$ cat src/rtl/modulo_controle_partida.sv
// Game-flow controller for a battleship-style board: button edge detection,
// map load, shot validation and evaluation, timed result display and end-of-game flags.
module modulo_controle_partida #(
  parameter int MAX_SHOTS   = 20,
  parameter int SHOW_CYCLES = 25000000
) (
  input  logic       clk,
  input  logic       clr,
  input  logic       button_confirmation,
  input  logic [1:0] hh2,
  input  logic [2:0] at_line,
  input  logic [2:0] at_col,
  input  logic       ship_bit,
  input  logic       attacked_bit,
  input  logic [4:0] target_hits,
  output logic [1:0] status,
  output logic       po_load,
  output logic       at_clr,
  output logic       at_write,
  output logic [2:0] addr_line,
  output logic [2:0] addr_col,
  output logic [1:0] map_sel,
  output logic [1:0] rgb_output,
  output logic [4:0] hits,
  output logic [5:0] shots,
  output logic       game_over,
  output logic       win,
  output logic       coord_err
);

  // state    | meaning
  // IDLE     | waiting for a press to start
  // POSITION | waiting for a press to load the selected map
  // ATTACK   | waiting for a confirmed attack coordinate
  // EVAL     | one cycle: attack cell written, ship bit read at latched address
  // SHOW     | result held on rgb_output, then end-of-game checks
  // END      | game finished; press returns to IDLE
  typedef enum logic [2:0] {
    S_IDLE, S_POSITION, S_ATTACK, S_EVAL, S_SHOW, S_END
  } state_t;

  localparam int CW = (SHOW_CYCLES > 1) ? $clog2(SHOW_CYCLES) : 1;
  localparam logic [CW-1:0] SHOW_LOAD  = CW'(SHOW_CYCLES - 1);
  localparam logic [5:0]    SHOT_LIMIT = 6'(MAX_SHOTS);

  state_t        state;
  logic          btn_q;
  logic          press;
  logic [CW-1:0] show_cnt;

  assign press = button_confirmation & ~btn_q;

  always_comb begin
    status = 2'b00;
    case (state)
      S_IDLE:                   status = 2'b00;
      S_POSITION:               status = 2'b01;
      S_ATTACK, S_EVAL, S_SHOW: status = 2'b10;
      S_END:                    status = 2'b11;
      default:                  status = 2'b00;
    endcase
  end

  always_ff @(posedge clk) begin
    if (clr) begin
      state      <= S_IDLE;
      btn_q      <= 1'b0;
      show_cnt   <= '0;
      po_load    <= 1'b0;
      at_clr     <= 1'b0;
      at_write   <= 1'b0;
      coord_err  <= 1'b0;
      addr_line  <= 3'd0;
      addr_col   <= 3'd0;
      map_sel    <= 2'b00;
      rgb_output <= 2'b00;
      hits       <= 5'd0;
      shots      <= 6'd0;
      game_over  <= 1'b0;
      win        <= 1'b0;
    end else begin
      btn_q     <= button_confirmation;
      po_load   <= 1'b0;
      at_clr    <= 1'b0;
      at_write  <= 1'b0;
      coord_err <= 1'b0;
      case (state)
        S_IDLE: begin
          if (press) state <= S_POSITION;
        end
        S_POSITION: begin
          if (press) begin
            map_sel <= hh2;
            po_load <= 1'b1;
            at_clr  <= 1'b1;
            hits    <= 5'd0;
            shots   <= 6'd0;
            state   <= S_ATTACK;
          end
        end
        S_ATTACK: begin
          if (press) begin
            if (at_line > 3'd6 || at_col > 3'd4) begin
              coord_err <= 1'b1;
            end else if (attacked_bit) begin
              rgb_output <= 2'b11;
              show_cnt   <= SHOW_LOAD;
              state      <= S_SHOW;
            end else begin
              addr_line <= at_line;
              addr_col  <= at_col;
              at_write  <= 1'b1;
              state     <= S_EVAL;
            end
          end
        end
        S_EVAL: begin
          if (shots != 6'd63) shots <= shots + 6'd1;
          if (ship_bit) begin
            if (hits != 5'd31) hits <= hits + 5'd1;
            rgb_output <= 2'b01;
          end else begin
            rgb_output <= 2'b10;
          end
          show_cnt <= SHOW_LOAD;
          state    <= S_SHOW;
        end
        S_SHOW: begin
          if (show_cnt != '0) begin
            show_cnt <= show_cnt - CW'(1);
          end else begin
            rgb_output <= 2'b00;
            // a win outranks running out of shots on the same shot
            if (hits == target_hits) begin
              win       <= 1'b1;
              game_over <= 1'b1;
              state     <= S_END;
            end else if (shots == SHOT_LIMIT) begin
              win       <= 1'b0;
              game_over <= 1'b1;
              state     <= S_END;
            end else begin
              state <= S_ATTACK;
            end
          end
        end
        S_END: begin
          if (press) begin
            game_over <= 1'b0;
            win       <= 1'b0;
            hits      <= 5'd0;
            shots     <= 6'd0;
            state     <= S_IDLE;
          end
        end
        default: state <= S_IDLE;
      endcase
    end
  end

endmodule
$ cat config.mk
export PLATFORM = sky130hd
export DESIGN_NAME = modulo_controle_partida
export DESIGN_NICKNAME = d
export VERILOG_FILES = /design/src/rtl/modulo_controle_partida.sv
export SDC_FILE = /design/constraint.sdc
export NUM_CORES = 1
export LEC_CHECK = 0
export ABC_AREA = 1
export CAP_MARGIN = 20
export CELL_PAD_IN_SITES_DETAIL_PLACEMENT = 1
export CELL_PAD_IN_SITES_GLOBAL_PLACEMENT = 1
export CORE_MARGIN = 4
export CORE_UTILIZATION = 40
export CTS_BUF_LIST = sky130_fd_sc_hd__clkbuf_16
export CTS_CLUSTER_SIZE = 16
export DETAILED_ROUTE_END_ITERATION = 6
export PLACE_DENSITY_LB_ADDON = 0.25
export SLEW_MARGIN = 20
export SYNTH_ARGS = -nofsm -noshare
export SYNTH_HDL_FRONTEND = slang
export SYNTH_SLANG_ARGS = --single-unit
export TNS_END_PERCENT = 1
$ cat constraint.sdc
create_clock -name clk -period 4.7 [get_ports clk]
set_input_delay 0.705 -clock clk [delete_from_list [all_inputs] [get_ports clk]]
set_output_delay 0.705 -clock clk [all_outputs]
set_load 0.03 [all_outputs]
# After elaboration in Yosys (flattened, before gate mapping)
# Cells that the tools add are included.
totals:
  output_inout_bits: 29
  inputBits: 18
  ff_bits: 55
op_classes:
  addsub: 3
  bitwise: 7
  n_mux: 41
  n_eq_ne: 22
  reduce_logical: 19
  magnitude_cmp: 2
op_table:
  columns: ["cell", "n"]
  rows:
  - ["25-bit 2-to-1 mux", 4]
  - ["25-bit case mux with 3 select lines", 1]
  - ["3-bit 2-to-1 mux", 9]
  - ["25-bit nonzero test", 1]
  - ["25-bit by 1-bit subtractor with 25-bit output, second input constant", 1]
  - ["2-bit != test, second input constant", 11]
  - ["3-bit case mux with 6 select lines", 1]
  - ["5-bit 2-to-1 mux", 3]
  - ["6-bit 2-to-1 mux", 2]
  - ["2-bit case mux with 3 select lines", 2]
  - ["6-bit case mux with 2 select lines", 1]
  - ["4-bit AND reduction", 3]
  - ["1-bit 2-to-1 mux", 10]
  - ["2-bit 2-to-1 mux", 5]
  - ["5-bit case mux with 2 select lines", 1]
  - ["5-bit AND reduction", 2]
  - ["6-bit by 1-bit adder with 6-bit output, second input constant", 1]
  - ["3-bit by 2-bit == test with 1-bit output, second input constant", 2]
  - ["3-bit == test, second input constant", 2]
  - ["6-bit by 5-bit == test with 1-bit output, second input constant", 1]
  - ["3-bit > comparator, second input constant", 2]
  - ["6-bit != test, second input constant", 1]
  - ["1-bit NOT", 6]
  - ["6-bit AND reduction", 1]
  - ["17 further kinds", 21]

# Depth between registers and ports, before layout
# Gate-level depths: netlist (run 1).
logic_depth:
  word_depth: 5
  mapped_depth: 13
  depth_no_buf: 13

# Worst setup path before layout (run 1)
# Ideal clock, no wire load.
synth_path:
  kind: "input -> register"
  from: "in at_col[0]"
  to: "reg show_cnt[10]"
  arrival_time_ps: 1690
  stages: 11
  slack_ps: 2878
  n_path_buf: 1
  cell_sequence: "o21ai_0 > nand2_1 > inv_1 > nand2_1 > nand2_1 > inv_1 > nor2_1 > nand2_4 > buf_6 > nand2_1 > a21oi_1"
synth_via:
  elab_chain_len: 4
synth_lines:
  columns: ["item", "line_no", "source"]
  rows:
  - ["start: declaration", "12", "input logic [2:0] at_col,"]
  - ["3-bit > comparator", "103", "if (at_line > 3'd6 || at_col > 3'd4) begin"]
  - ["1-bit logical OR", "103", null]
  - ["2-bit != test (no line)", null, null]
  - ["5-bit AND reduction (no line)", null, null]
  - ["end signal: assignment", "130", "show_cnt <= show_cnt - CW'(1);"]
  - ["end: declaration", "49", "logic [CW-1:0] show_cnt;"]
# No other way between the ends.
# A chain may end at the register's enable or synchronous reset.

# Worst setup path after layout (run 1)
layout_path:
  from: "in button_confirmation"
  to: "reg show_cnt[2]"
layout_via:
  elab_chain_len: 3
layout_lines:
  columns: ["item", "line_no", "source"]
  rows:
  - ["start: declaration", "9", "input logic button_confirmation,"]
  - ["1-bit AND", "51", "assign press = button_confirmation & ~btn_q;"]
  - ["2-bit != test (no line)", null, null]
  - ["5-bit AND reduction (no line)", null, null]
# No other way between the ends.

==> reports/results.txt, run 1 <==
CP Capture Type: flop
Primary FF master, synth: dfxtp_1
FF-to-FF path depth: 7
Clock power share: 28.1%
Maxcap violations: 0
First-iteration detailed-routing DRC count: 47
Die area: 9320 µm²
Net Sw Power: 0.569 mW
Slowest stage delay, CP: 0.78 ns
Placed Cells: 631
FMAX: 365 MHz
Pint: 0.959 mW
DRT antenna net count: 0
DR vias: 3252
Fin area: 3820 µm²
Largest net degree at the start of global routing: 28
CTS Hold Bufs: 0
Final Core Density: 49.7%
Outcome: finished clean
Register area share after synthesis: 35.1%
Setup ws final: 1.96 ns
Layout area overhead: 21.8%
Post-route clock period utilization: 58.3%
Power per cell area: 400 nW/µm²
Fin. max-slew vios: 0
Nets: 560
CTS H-tree depth: 2
Vias/cell: 5.09
Starting Density: 40.8%
Slew headroom: 31.9%
Largest cells by area after synthesis: dfxtp_1 (35%), nand2_1 (16%), nor2_1 (10%)
Wire length per cell: 14.2 µm
Final Non-Filler Cells: 639
First-pass detailed-route iteration total: 4
Syn_nets: 517
Drc violations: 0
I/O pin total: 47
Hold Fails Final Rpt: 0
Synth cell types: 32
Cts repair resizes: 0
WP data arrival: 2.97 ns
Avg Inst Size Synth: 6.36 µm²
Clk slew on worst S/H paths: 0.07 ns
Ys Warns: 0
Worst VDD drop: 154 µV
Core area: 7690 µm²
Combinational share of power: 37.2%
CTS tree: yes
Clk sinks: 55
Type of the worst setup path: in2reg
HPWL after DPL: 6970 µm
Root Buffer: clkbuf_16
Skew final: 0.00321 ns
Num CTS Buffers: 5
Gate Count Post-Synth: 493
CP required: 4.93 ns
Num rows: 32
Maximum fanout along the worst path: 24
Skew-Pair Late Insertion Delay: 0.30 ns
GP Congestion: 0.854
WL final: 9090 µm
Final worst path period need: 2.74 ns
Cell Area, Placed: 3650 µm²
Hold Crit Class: reg2reg
Worst slew pin tran: 1.02 ns
Worst hold slack: 0.480 ns
Layout cells sized above 1: 5.96%
Worst hold path depth: 2
Crit path launch type: input pin
Unrepaired setup endpoints after global routing: false
Number of synthesized flops with an enable pin: 0
Ant diodes: 0
Top-area cell type share of the netlist area: 35.1%
Cells along the critical path: clkdlybuf4s50_1, inv_1, nor2_2, nand2_1, nand2_1, nand3_2, nor2_2, o21ai_0, a21oi_1
FF+latch count, synth: 55
CP max stage cell: nor2_2
Cell Area, Synth: 3140 µm²
Initial antenna violation count: 0
GRT Util Overall: 21.1%
Final-report setup violation count: 0
Sequential power share: 34.7%
Final TNS setup: 0 ns
Switching part of the total power: 37.2%
Most frequent cell after synthesis: nand2_1
Vias in the first global route: 3499
GRT Residual Overflow: 0
Die H: 96.5 µm
Static leakage: 1.64 nW
Synth cell count leaders: nand2_1 (136), nor2_1 (87), dfxtp_1 (55), inv_1 (46), a21oi_1 (41)
Post-place setup slack: 1.63 ns
Tot Pwr: 1.53 mW
FFs w/ async S/R, synth: 0%
Clock Path Buffers: 2
First-pass GRT wire length: 15600 µm
# Post-CTS Setup Buffers: 0
Die Wd: 96.5 µm
Count of port buffers added during placement: 46
Leading area contributor after synthesis: dfxtp_1
[cell usage in the layout, fill, tap and decap left out, drive strengths merged, types with 4 or more instances in the layout]
| cell | instances |
|---|---|
| o21ai | 21 |
| nand2 | 139 |
| nor3 | 6 |
| dfxtp | 55 |
| nand3b | 4 |
| ha | 6 |
| nor2 | 94 |
| clkdlybuf4s50 | 46 |
| nand4 | 5 |
| nand3 | 38 |
| a21oi | 41 |
| clkbuf | 5 |
| inv | 48 |
| or2 | 10 |
| xor2 | 5 |
[final cells by class]
cell class              instances  area [µm²]
fillers                      1061        3870
repair buffers                 47         468
clock buffers                   5         125
clock inverters                 3        38.8
well taps                     102         128
inverters                      49         184
flip-flops and latches         55        1100
multi-input cells             378        1770
[power groups by stage]
stage	logic, mW	clock network (mW)	registers [mW]
2_1_floorplan	0.417	0	0.548
3_3_place_gp	0.551	0	0.539
3_5_place_dp	0.572	0	0.542
4_1_cts	0.577	0.442	0.531
5_1_grt	0.646	0.457	0.537
6_report	0.568	0.430	0.530
[flip-flops by register name (all words and copies together) (netlist names), 2 cells and up]
name        flops
addr_col        3
addr_line       3
hits            5
map_sel         2
rgb_output      2
shots           6
show_cnt       25
state           3
[routing by layer]
metal	track usage, %	routed length [µm]	vias up
met5	0	0	-
met4	6.31	163	0
met3	3.33	235	15
met2	41.3	4880	44
met1	22.9	3800	1545
li1	-	-	1648
[cell families after synthesis]
kind of cell,count (synthesis),synth area share [%]
xor gates and xnor gates,8,2.23
adders and majority gates,6,2.39
AOI/OAI and AO/OA,66,10.9
and+or+nand+nor,298,41.0
buffers and inverters,60,8.30
DFF,55,35.1
[final timing paths]
check / startpoint / endpoint / slack [ns]
max: button_confirmation / show_cnt[2]$_SDFFE_PP0P_ / 1.96
min: rgb_output[1]$_SDFFE_PP0P_ / rgb_output[1]$_SDFFE_PP0P_ / 0.48
max reg2reg: state[1]$_SDFFE_PP0P_ / win$_SDFFE_PP0P_ / 2.34
min reg2reg: rgb_output[1]$_SDFFE_PP0P_ / rgb_output[1]$_SDFFE_PP0P_ / 0.48
[worst max-delay path: cells and delay by family]
kind                   cells  cell delay [ns]
AND/OR/NAND/NOR            5             1.34
AO/OA/AOI/OAI              2             0.40
buffers and inverters      2             0.52
No activity file was read; power rests on OpenSTA's default activity.
==> inputs of run 2 (changes only) <==
--- a/config.mk
+++ b/config.mk
@@ -10,7 +10,7 @@
 export CELL_PAD_IN_SITES_DETAIL_PLACEMENT = 1
 export CELL_PAD_IN_SITES_GLOBAL_PLACEMENT = 1
 export CORE_MARGIN = 4
-export CORE_UTILIZATION = 40
+export CORE_UTILIZATION = 34
 export CTS_BUF_LIST = sky130_fd_sc_hd__clkbuf_16
 export CTS_CLUSTER_SIZE = 16
 export DETAILED_ROUTE_END_ITERATION = 6
==> constraint.sdc (replaced) <==
create_clock -name clk -period 2.48 [get_ports clk]
set_input_delay 0.372 -clock clk [delete_from_list [all_inputs] [get_ports clk]]
set_output_delay 0.372 -clock clk [all_outputs]
set_load 0.03 [all_outputs]
==> reports/results.txt, run 2 (same netlist as run 1, synthesis figures left out) <==
Outcome: finished clean (unchanged)
First-pass GRT wire length: 16200 µm (was 15600 µm)
CP required: 2.11 ns (was 4.93 ns)
Hold Path Origin: win$_SDFFE_PP0P_ (was rgb_output[1]$_SDFFE_PP0P_)
# Post-CTS Setup Buffers: 0 (unchanged)
CTS H-tree depth: 2 (unchanged)
Num rows: 34 (was 32)
GP Congestion: 0.844 (was 0.854)
CP Capture Type: output pin (was flop)
FMAX: 449 MHz
Maximum fanout along the worst path: 4 (was 24)
Type of the worst setup path: reg2out (was in2reg)
Slowest stage delay, CP: 0.60 ns (was 0.78 ns)
HPWL after DPL: 7120 µm (was 6970 µm)
Top Family by Delay on Critical Path: buffers and inverters (was simple AND/OR/NAND/NOR gates)
Largest registers: show_cnt (25), shots (6), hits (5) (unchanged)
Metal2 WL: 4880 µm (about the same)
Register area: 1100 µm² (unchanged)
GRT Util Overall: 17.8% (was 21.1%)
Num CTS Buffers: 5 (unchanged)
GRT Residual Overflow: 0 (unchanged)
CTS tree: yes (unchanged)
Buf/Inv on CP: 3 (was 2)
Most flops, register: show_cnt (unchanged)
Max layer used: met4 (unchanged)
Filler Cell Count: 1190 (was 1061)
Core area: 8850 µm² (was 7690 µm²)
Ant diodes: 0 (unchanged)
Static leakage: 1.66 nW (was 1.64 nW)
Hold Fails Final Rpt: 0 (unchanged)
Worst VDD drop: 279 µV (was 154 µV)
Root Buffer: clkbuf_16 (unchanged)
Skew-Pair Late Insertion Delay: 0.30 ns (about the same)
Slew headroom: 75.5% (was 31.9%)
Layout area overhead: 23.4% (was 21.8%)
I/O pin total: 47 (unchanged)
Most common cell after layout, fill and taps aside: nand2_1 (unchanged)
Nets: 566 (was 560)
DRT antenna net count: 0 (unchanged)
Wire length per cell: 14.5 µm (was 14.2 µm)
DR vias: 3306 (was 3252)
Worst hold path depth: 2 (unchanged)
FF-to-FF path depth: 9 (was 7)
Multi-input logic area: 1770 µm² (unchanged)
Cts repair resizes: 0 (unchanged)
Metal3 WL: 290 µm (was 235 µm)
Die Wd: 104 µm (was 96.5 µm)
CTS Hold Bufs: 0 (unchanged)
Final worst path period need: 2.23 ns
Count of port buffers added during placement: 46 (unchanged)
Skew final: 0.00990 ns (was 0.00321 ns)
Clk sinks: 55 (unchanged)
Reg-to-reg endpoint: show_cnt[14]$_SDFFE_PP0P_ (was win$_SDFFE_PP0P_)
Final-report setup violation count: 0 (unchanged)
Reg2Reg Setup Slack: 0.56 ns (was 2.34 ns)
Drc violations: 0 (unchanged)
Hold Crit Class: reg2reg (unchanged)
Final TNS setup: 0 ns (unchanged)
CP max stage cell: clkdlybuf4s50_1 (was nor2_2)
Die area: 10800 µm² (was 9320 µm²)
Worst R2R Start: show_cnt[0]$_SDFFE_PP0P_ (was state[1]$_SDFFE_PP0P_)
WP data arrival: 1.86 ns (was 2.97 ns)
Post-route clock period utilization: 89.8%
Cells along the critical path: inv_2, nand2_1, inv_1, or2_2, clkdlybuf4s50_1 (was clkdlybuf4s50_1, inv_1, nor2_2, nand2_1, nand2_1, nand3_2, nor2_2, o21ai_0, a21oi_1)
Layout cells sized above 1: 7.01% (was 5.96%)
Worst slew pin tran: 0.367 ns (was 1.02 ns)
Die H: 104 µm (was 96.5 µm)
Clk slew on worst S/H paths: 0.08 ns (was 0.07 ns)
Vias/cell: 5.09 (about the same)
Tot Pwr: 2.91 mW (was 1.53 mW)
WL final: 9400 µm (was 9090 µm)
DRT met1 WL: 4100 µm (was 3800 µm)
Maxcap violations: 0 (unchanged)
Crit path launch type: flop (was input pin)
Power per cell area: 752 nW/µm² (was 400 nW/µm²)
First-iteration detailed-routing DRC count: 106 (was 47)
Starting Density: 35.4% (was 40.8%)
Hold Path Sink: win$_SDFFE_PP0P_ (was rgb_output[1]$_SDFFE_PP0P_)
Initial antenna violation count: 0 (unchanged)
Most frequent cells in the layout: nand2_1 (136), nor2_1 (87), dfxtp_1 (55), inv_1 (46), clkdlybuf4s50_1 (46) (unchanged)
Unrepaired setup endpoints after global routing: false (unchanged)
Fin. max-slew vios: 0 (unchanged)
Largest net degree at the start of global routing: 26 (was 28)
Clock Path Buffers: 2 (unchanged)
Vias in the first global route: 3536 (was 3499)
Max reg flops: 25 (unchanged)
First-pass detailed-route iteration total: 4 (unchanged)
## run 2: worst max-delay path by stage
stage | start | endpoint | cells past startpoint
4_1_cts | state[2]$_SDFFE_PP0P_ | status[1] | 5
3_3_place_gp | at_col[0] | show_cnt[23]$_SDFFE_PP0P_ | 12
5_1_grt | state[2]$_SDFFE_PP0P_ | status[1] | 5
3_5_place_dp | at_col[0] | show_cnt[23]$_SDFFE_PP0P_ | 12
6_report | state[2]$_SDFFE_PP0P_ | status[1] | 5
2_1_floorplan | hits[0]$_SDFFE_PP0P_ | hits[3]$_SDFFE_PP0P_ | 10
## run 2: area by class of cell
type | instances | share of cell area (%)
sequential | 55 | 28.5
tap | 108 | 3.49
clock inverter | 2 | 0.970
multi-input combinational | 378 | 45.8
inverter | 49 | 4.75
timing repair buffer | 53 | 13.3
clock buffer | 5 | 3.23
## run 2: metrics by stage
stage          hold WS, ns  cells  instance area (µm²)  utilization [%]  setup WS (ns)
2_1_floorplan        0.457    493                 3140                -          0.799
3_3_place_gp         0.468    643                 3710             41.9          0.373
3_5_place_dp         0.478    643                 3710             41.9          0.335
4_1_cts              0.490    650                 3870             43.7          0.237
5_1_grt              0.520    650                 3870             43.7          0.139
6_report             0.487    650                 3870             43.7          0.253
## run 2: power by group
part,internal [mW],switching (mW)
logic,0.409,0.676
clock network,0.472,0.346
registers,0.942,0.0657
## run 2: per-layer routing
metal | vias to the layer above | track usage, %
met5 | - | 0
met4 | 0 | 5.22
met3 | 10 | 3.10
met2 | 45 | 34.1
met1 | 1590 | 19.9
li1 | 1661 | -
## run 2: tightest hold or removal path, cell delays in order, from the launching register on
cell     delay [ns]
dfxtp_1        0.33
nand2_1        0.07
a21oi_1        0.05
==> inputs of run 3 (changes only) <==
--- a/config.mk
+++ b/config.mk
@@ -8,9 +8,9 @@
 export ABC_AREA = 1
 export CAP_MARGIN = 20
 export CELL_PAD_IN_SITES_DETAIL_PLACEMENT = 1
-export CELL_PAD_IN_SITES_GLOBAL_PLACEMENT = 1
+export CELL_PAD_IN_SITES_GLOBAL_PLACEMENT = 2
 export CORE_MARGIN = 4
-export CORE_UTILIZATION = 34
+export CORE_UTILIZATION = 26
 export CTS_BUF_LIST = sky130_fd_sc_hd__clkbuf_16
 export CTS_CLUSTER_SIZE = 16
 export DETAILED_ROUTE_END_ITERATION = 6
==> reports/results.txt, run 3 (same netlist as run 1, synthesis figures left out) <==
GRT Residual Overflow: 0 (unchanged)
Die area: 13900 µm² (was 10800 µm²)
Outcome: finished clean (unchanged)
Static leakage: 1.66 nW (about the same)
DRT antenna net count: 0 (unchanged)
FMAX: 447 MHz (was 449 MHz)
Final Non-Filler Cells: 685 (was 650)
Hold Crit Class: reg2reg (unchanged)
Unrepaired setup endpoints after global routing: false (unchanged)
Cts repair resizes: 0 (unchanged)
Final TNS setup: 0 ns (unchanged)
Num CTS Buffers: 5 (unchanged)
Skew-Pair Late Insertion Delay: 0.31 ns (was 0.30 ns)
First-pass detailed-route iteration total: 4 (unchanged)
Max reg flops: 25 (unchanged)
Hold Fails Final Rpt: 0 (unchanged)
Pint: 1.73 mW (was 1.82 mW)
Sequential power share: 35.6% (was 34.6%)
Worst VDD drop: 244 µV (was 279 µV)
CP required: 2.11 ns (about the same)
Worst slew pin tran: 0.462 ns (was 0.367 ns)
HPWL after DPL: 7240 µm (was 7120 µm)
CTS Hold Bufs: 0 (unchanged)
Combinational share of power: 38.3% (was 37.3%)
Clock power share: 26.2% (was 28.1%)
Core area: 11600 µm² (was 8850 µm²)
CP Capture Type: output pin (unchanged)
Root Buffer: clkbuf_16 (unchanged)
Layout area overhead: 24.5% (was 23.4%)
Clk slew on worst S/H paths: 0.08 ns (about the same)
Final worst path period need: 2.24 ns (was 2.23 ns)
Count of port buffers added during placement: 46 (unchanged)
Crit path launch type: flop (unchanged)
CTS H-tree depth: 2 (unchanged)
DR vias: 3219 (was 3306)
Final-report setup violation count: 0 (unchanged)
Ant diodes: 0 (unchanged)
Post-route clock period utilization: 90.2% (was 89.8%)
CTS tree: yes (unchanged)
Slew headroom: 69.2% (was 75.5%)
Largest net degree at the start of global routing: 39 (was 26)
First-iteration detailed-routing DRC count: 57 (was 106)
Clock Path Buffers: 2 (unchanged)
Setup ws final: 0.244 ns (was 0.253 ns)
Vias in the first global route: 3384 (was 3536)
Power per cell area: 724 nW/µm² (was 752 nW/µm²)
Starting Density: 27.0% (was 35.4%)
Drc violations: 0 (unchanged)
Type of the worst setup path: reg2out (unchanged)
Initial antenna violation count: 0 (unchanged)
Wire length per cell: 13.8 µm (was 14.5 µm)
Clk sinks: 55 (unchanged)
Most frequent cells in the layout: nand2_1 (136), nor2_1 (87), dfxtp_1 (55), inv_1 (47), clkdlybuf4s50_1 (46) (was nand2_1 (136), nor2_1 (87), dfxtp_1 (55), inv_1 (46), clkdlybuf4s50_1 (46))
Vias/cell: 4.70 (was 5.09)
I/O pin total: 47 (unchanged)
Largest registers: show_cnt (25), shots (6), hits (5) (unchanged)
Skew final: 0.00894 ns (was 0.00990 ns)
Die H: 118 µm (was 104 µm)
WL final: 9440 µm (was 9400 µm)
Most common cell after layout, fill and taps aside: nand2_1 (unchanged)
Layout cells sized above 1: 6.83% (was 7.01%)
GP Congestion: 0.773 (was 0.844)
# Post-CTS Setup Buffers: 0 (unchanged)
Fin. max-slew vios: 0 (unchanged)
Num rows: 39 (was 34)
GRT Util Overall: 14.3% (was 17.8%)
Most flops, register: show_cnt (unchanged)
Maximum fanout along the worst path: 4 (unchanged)
Maxcap violations: 0 (unchanged)
Die Wd: 118 µm (was 104 µm)
Nets: 565 (was 566)
First-pass GRT wire length: 16200 µm (about the same)
Tot Pwr: 2.83 mW (was 2.91 mW)
Post-place setup slack: 0.275 ns (was 0.335 ns)
Placed Cells: 677 (was 643)
WP data arrival: 1.86 ns (about the same)
Switching part of the total power: 38.8% (was 37.4%)
Net Sw Power: 1.10 mW (was 1.09 mW)
-- run 3: changes by cell type in the layout (fill, tap and decap cells not counted), sizes merged --
cell      before  now
bufinv         1    0
buf            7    6
clkinvlp       1    0
inv           48   49
clkinv         1    3
-- run 3: final timing paths --
kind / startpoint / end / slack [ns] / cells after the start
min: rgb_output[1]$_SDFFE_PP0P_ / rgb_output[1]$_SDFFE_PP0P_ / 0.49 / 2
max reg2reg: show_cnt[0]$_SDFFE_PP0P_ / show_cnt[23]$_SDFFE_PP0P_ / 0.51 / 13
max: state[2]$_SDFFE_PP0P_ / status[1] / 0.24 / 5
min reg2reg: rgb_output[1]$_SDFFE_PP0P_ / rgb_output[1]$_SDFFE_PP0P_ / 0.49 / 2
-- run 3: power by group through the flow --
| stage | Clock [mW] | Sequential, mW | Combinational [mW] |
|---|---|---|---|
| after floorplan | 0 | 1.04 | 0.790 |
| after global placement | 0 | 1.03 | 1.07 |
| after detailed placement | 0 | 1.03 | 1.10 |
| after CTS | 0.784 | 1.01 | 1.11 |
| after global routing | 0.817 | 1.02 | 1.24 |
| final | 0.739 | 1.01 | 1.08 |
-- run 3: final cells by class --
class	count	area (µm²)
fillers	1517	7710
multi-input cells	378	1770
flip-flops and latches	55	1100
repair buffers	52	518
inverters	49	184
well taps	143	179
clock buffers	5	125
clock inverters	3	21.3
-- run 3: routing by layer --
layer / up-vias / wire (µm) / GRT usage (%)
li1: 1665 / - / -
met2: 43 / 4810 / 25.6
met3: 9 / 289 / 3.84
met1: 1502 / 4230 / 16.7
met4: 0 / 112 / 3.88
met5: - / 0 / 0
-- run 3: through the flow --
| stage | instance area [µm²] | hold slack, ns | utilization [%] |
|---|---|---|---|
| after floorplan | 3140 | 0.457 | - |
| after global placement | 3760 | 0.466 | 32.3 |
| after detailed placement | 3760 | 0.478 | 32.3 |
| after CTS | 3900 | 0.491 | 33.6 |
| after global routing | 3900 | 0.507 | 33.6 |
| final | 3900 | 0.485 | 33.6 |
-- run 3: critical path: stages, from the launching register on --
cell and delay [ns]:
dfxtp_1 0.38, inv_2 0.08, nand2_1 0.13, inv_1 0.08, or2_2 0.28, clkdlybuf4s50_1 0.60
